**config.mk**
```make
export PLATFORM = sky130hd
export DESIGN_NAME = fetch_unit
export DESIGN_NICKNAME = d
export VERILOG_FILES = /design/src/rtl/cpu_pkg.sv /design/src/rtl/branch_resolver.sv /design/src/rtl/fetch_unit.sv
export SDC_FILE = /design/constraint.sdc
export NUM_CORES = 1
export LEC_CHECK = 0
export CAP_MARGIN = 20
export CORE_AREA = 2 2 97 99
export DETAILED_ROUTE_END_ITERATION = 7
export DIE_AREA = 0 0 99 101
export PLACE_DENSITY = 0.74
export SLEW_MARGIN = 20
export SYNTH_ARGS = -nofsm -noshare
export SYNTH_HDL_FRONTEND = slang
export SYNTH_SLANG_ARGS = --single-unit
```
**constraint.sdc**
```tcl
create_clock -name CLK -period 3.7 [get_ports CLK]
set_input_delay 0.74 -clock CLK [delete_from_list [all_inputs] [get_ports CLK]]
set_output_delay 0.74 -clock CLK [all_outputs]
set_load 0.005 [all_outputs]
```
**src/rtl/cpu_pkg.sv**
```systemverilog
// rtl/cpu_pkg.sv - shared CPU constants, branch mode and fetch state encodings
package cpu_pkg;

  localparam int INSTR_W = 32;
  localparam int ADDR_W  = 16;

  localparam logic [4:0] OP_NOP = 5'd0;
  localparam logic [4:0] OP_JMR = 5'd18;
  localparam logic [4:0] OP_BZ  = 5'd19;
  localparam logic [4:0] OP_BNZ = 5'd20;
  localparam logic [4:0] OP_JMP = 5'd21;

  typedef enum logic [1:0] {
    MODE_BZ  = 2'd0,
    MODE_BNZ = 2'd1,
    MODE_JMP = 2'd2,
    MODE_JMR = 2'd3
  } mode_e;

  typedef enum logic [1:0] {
    ST_FETCH = 2'd0,
    ST_WAIT  = 2'd1,
    ST_EXEC  = 2'd2
  } fetch_state_e;

endpackage

```
**src/rtl/branch_resolver.sv**
```systemverilog
// rtl/branch_resolver.sv - combinational branch decision and jump target
module branch_resolver
  import cpu_pkg::*;
(
  input  logic              J,
  input  logic [1:0]        MODE_SET,
  input  logic              ZERO,
  input  logic              OFFSET_SEL,
  input  logic [ADDR_W-1:0] IMM_OFFSET,
  input  logic [ADDR_W-1:0] REG_A,
  input  logic [ADDR_W-1:0] PC,
  output logic              taken,
  output logic [ADDR_W-1:0] next_pc
);

  logic cond;

  always_comb begin
    cond = 1'b0;
    case (mode_e'(MODE_SET))
      MODE_BZ:  cond = ZERO;
      MODE_BNZ: cond = !ZERO;
      MODE_JMP: cond = 1'b1;
      MODE_JMR: cond = 1'b1;
      default:  cond = 1'b0;
    endcase
  end

  assign taken = J && cond;

  // next_pc is the jump target; the sequential PC+1 path is chosen by the caller.
  assign next_pc = PC + (OFFSET_SEL ? REG_A : IMM_OFFSET);

endmodule

```
**src/rtl/fetch_unit.sv**
```systemverilog
// rtl/fetch_unit.sv - program counter, instruction fetch and next-PC sequencing
module fetch_unit
  import cpu_pkg::*;
#(
  parameter logic [15:0] RESET_PC = 16'h0000
) (
  input  logic               CLK,
  input  logic               RST,
  input  logic               HOLD,
  output logic [ADDR_W-1:0]  IMEM_ADDR,
  output logic               IMEM_REQ,
  input  logic [INSTR_W-1:0] IMEM_DATA,
  input  logic               IMEM_VALID,
  output logic [INSTR_W-1:0] OP_CODE,
  output logic               OP_VALID,
  input  logic               J,
  input  logic [1:0]         MODE_SET,
  input  logic               OFFSET_SEL,
  input  logic [ADDR_W-1:0]  IMM_OFFSET,
  input  logic [ADDR_W-1:0]  REG_A,
  input  logic               ZERO,
  output logic [ADDR_W-1:0]  PC
);

  fetch_state_e       state;
  logic [INSTR_W-1:0] ir;
  logic               taken;
  logic [ADDR_W-1:0]  target;

  branch_resolver u_branch_resolver (
    .J          (J),
    .MODE_SET   (MODE_SET),
    .ZERO       (ZERO),
    .OFFSET_SEL (OFFSET_SEL),
    .IMM_OFFSET (IMM_OFFSET),
    .REG_A      (REG_A),
    .PC         (PC),
    .taken      (taken),
    .next_pc    (target)
  );

  always_ff @(posedge CLK) begin
    if (RST) begin
      state <= ST_FETCH;
      PC    <= RESET_PC;
      ir    <= '0;
    end else begin
      case (state)
        ST_FETCH: if (!HOLD) state <= ST_WAIT;
        ST_WAIT: begin
          if (IMEM_VALID) begin
            ir    <= IMEM_DATA;
            state <= ST_EXEC;
          end
        end
        ST_EXEC: begin
          PC    <= taken ? target : PC + ADDR_W'(1);
          state <= ST_FETCH;
        end
        default: state <= ST_FETCH;
      endcase
    end
  end

  // Request is masked while RST is held so the strobe stays low through reset.
  assign IMEM_REQ  = (state == ST_FETCH) && !HOLD && !RST;
  assign IMEM_ADDR = PC;
  assign OP_VALID  = (state == ST_EXEC);
  assign OP_CODE   = (state == ST_EXEC) ? ir : '0;

endmodule

```
==> metrics.txt <==
Die Span Y 101 µm; DP HPWL 6461 µm; Yosys reg bits 50; largest net degree at the start of global routing 56; Post-Place Cells 632; Slew Limit Fails 0; Initial Utilization 0.3419; grt peak-use layer met2; nature of the critical path startpoint input port; EDFF count, synth 0; Synth Area per Inst 7.597 µm²; Critical Path RT 3.89 ns; Period Utilization, post-route 0.9037; Final min period 3.344 ns; Hold Path Stages 2; CTS tree done; Unique masters post-synth 47; Layout Skew 0.007467 ns; GRT Overall Usage 0.1685; Fin Setup TNS 0 ns; status completed; Max FO, Critical Path 15; number of setup buffers added after CTS 0; CTS Buffer Depth 2; Sink Count 50; WL final 8511 µm; WS Path Type input port to flip-flop; syn nets 493; Final Non-Filler Cells 640; CTS Buf Count 5; Place WS 0.05671 ns; Clock transition at path regs 0.11 ns; Mapped Cells 404; Final Util 0.5146; antenna cells 0; Avg WL per Cell 13.30 µm; Vias 3099; Post-CTS Hold Buffers 0; Site Rows 35; Port Buffers 138; worst relative slew slack 0.5804; Remaining DRCs 0; CP arrival 3.54 ns; Fmax 0.2991 GHz; placer congestion estimate 0.9165; post-synthesis sequential area ratio 0.3261; worst skew pair latency 0.30 ns; RSZ-0062 raised after global routing false; Hold WS 0.4579 ns; vias in the first global route 3049; Synth Flop Type dfxtp_1; Die Wd 99 µm; Syn Std Cell Area 3069 µm²; Routed Antenna Nets 0; antenna violations before repair 0; Area Growth Syn to Fin 50.51%; Iteration-0 DRC Markers 81; layout cells sized above 1 0.06616; gr ovfl total 0; core area 8977 µm²; r2r worst-path depth 9; drt first pass iters 4; maximum vdd drop 0.0001568 V; post-CTS sizing 0; DIE AREA 9999 µm²; H-tree Lvls 2; Hold Path Class flip-flop to flip-flop; Crit. End Element flip-flop; via/cell ratio 4.842; maxcap violations 0; Final WS setup 0.3562 ns; Power Dens Cells 247.9 nW/µm²; GRT met1 Usage 0.1948; met3 Use GR 0.05340; GRT met2 Usage 0.2968; FFs w/ async S/R, synth 0; Final setup viols 0; first-pass GRT wire length 13890 µm; Leakage 1.818 nW; synth warn 0; post-route cell area 4619 µm²; total power 1.145 mW; Cell Area, Placed 4523 µm²; clock root buffer master clkbuf_8; slew at the pin closest to its max-slew limit 0.6294 ns; NumNets Final 617; I/O pin total 139; Final Hold Fails 0
-- routing by layer --
metal | wire length, µm | vias to the layer above
li1 | - | 1596
met1 | 3447 | 1386
met2 | 4194 | 106
met3 | 744 | 11
met5 | 0 | -
met4 | 124 | 0
-- registers in the layout, summed over array words and instances (netlist names) --
register and count:
state 2, ir 32, IMEM_ADDR 16
-- synth_stat cells (all sizes together) (4+ instances only) --
library cell,count,area share
nor2b,4,0.0082
nand2,88,0.11
inv,7,0.0086
a211oi,4,0.011
nand3,7,0.011
o21ai,13,0.021
mux2i,17,0.055
or3,6,0.012
nor2,22,0.027
ha,15,0.061
o21a,5,0.012
buf,21,0.047
xor2,6,0.017
dfxtp,50,0.33
a21oi,51,0.083
clkbuf,18,0.022
and2,32,0.065
-- placed cells by master, fill, tap and decap left out, drive strengths merged, types with 4 or more instances in the layout --
cell           synthesis  routed
clkdlybuf4s50          0     137
nand2                 88      88
a21oi                 51      51
dfxtp                 50      50
and2                  32      32
nor2                  22      22
buf                   21      19
mux2i                 17      17
ha                    15      15
o21ai                 13      13
inv                    7       9
nand3                  7       7
xor2                   6       6
or3                    6       6
o21a                   5       5
clkbuf                18       5
nor2b                  4       4
a211oi                 4       4
-- cell families after synthesis --
group,after synthesis,synth area share
buf+inv,46,0.07746
simple gates,177,0.2699
xor+xnor,8,0.02283
flops,50,0.3261
compound gates,89,0.1769
fa+ha+maj,16,0.06767
mux,18,0.05911
-- final timing paths --
check | slack, ns | endpoint | start
worst min register to register | 0.46 | ir[22] | ir[22]
worst min-delay path | 0.46 | ir[22] | ir[22]
worst max-delay path | 0.36 | IMEM_ADDR[15] | MODE_SET[0]
worst max register to register | 1.27 | IMEM_ADDR[12] | IMEM_ADDR[0]
-- worst max-delay path: stages --
cell             delay [ns]
clkdlybuf4s50_1        0.41
xor2_1                 0.16
o21ai_1                0.19
buf_4                  0.26
nor2_1                 0.07
ha_1                   0.33
a21oi_1                0.20
o21ai_0                0.16
nor2b_1                0.16
or3_1                  0.36
mux2i_1                0.17
mux2_1                 0.32
-- layout make-up --
| cell class | instances | area [µm²] |
|---|---|---|
| clock buffer | 5 | 68.82 |
| clock inverter | 3 | 27.53 |
| fill | 858 | 4358 |
| inverter | 7 | 26.28 |
| multi-input combinational | 308 | 1833 |
| sequential | 50 | 1001 |
| tap | 111 | 138.9 |
| timing repair buffer | 156 | 1524 |
-- report_power, final --
group / internal, mW / switching [mW] / total, mW
sequential: 0.556 / 0.0114 / 0.568
combinational: 0.135 / 0.0995 / 0.234
clock: 0.141 / 0.202 / 0.343
No activity file was read; power rests on OpenSTA's default activity.
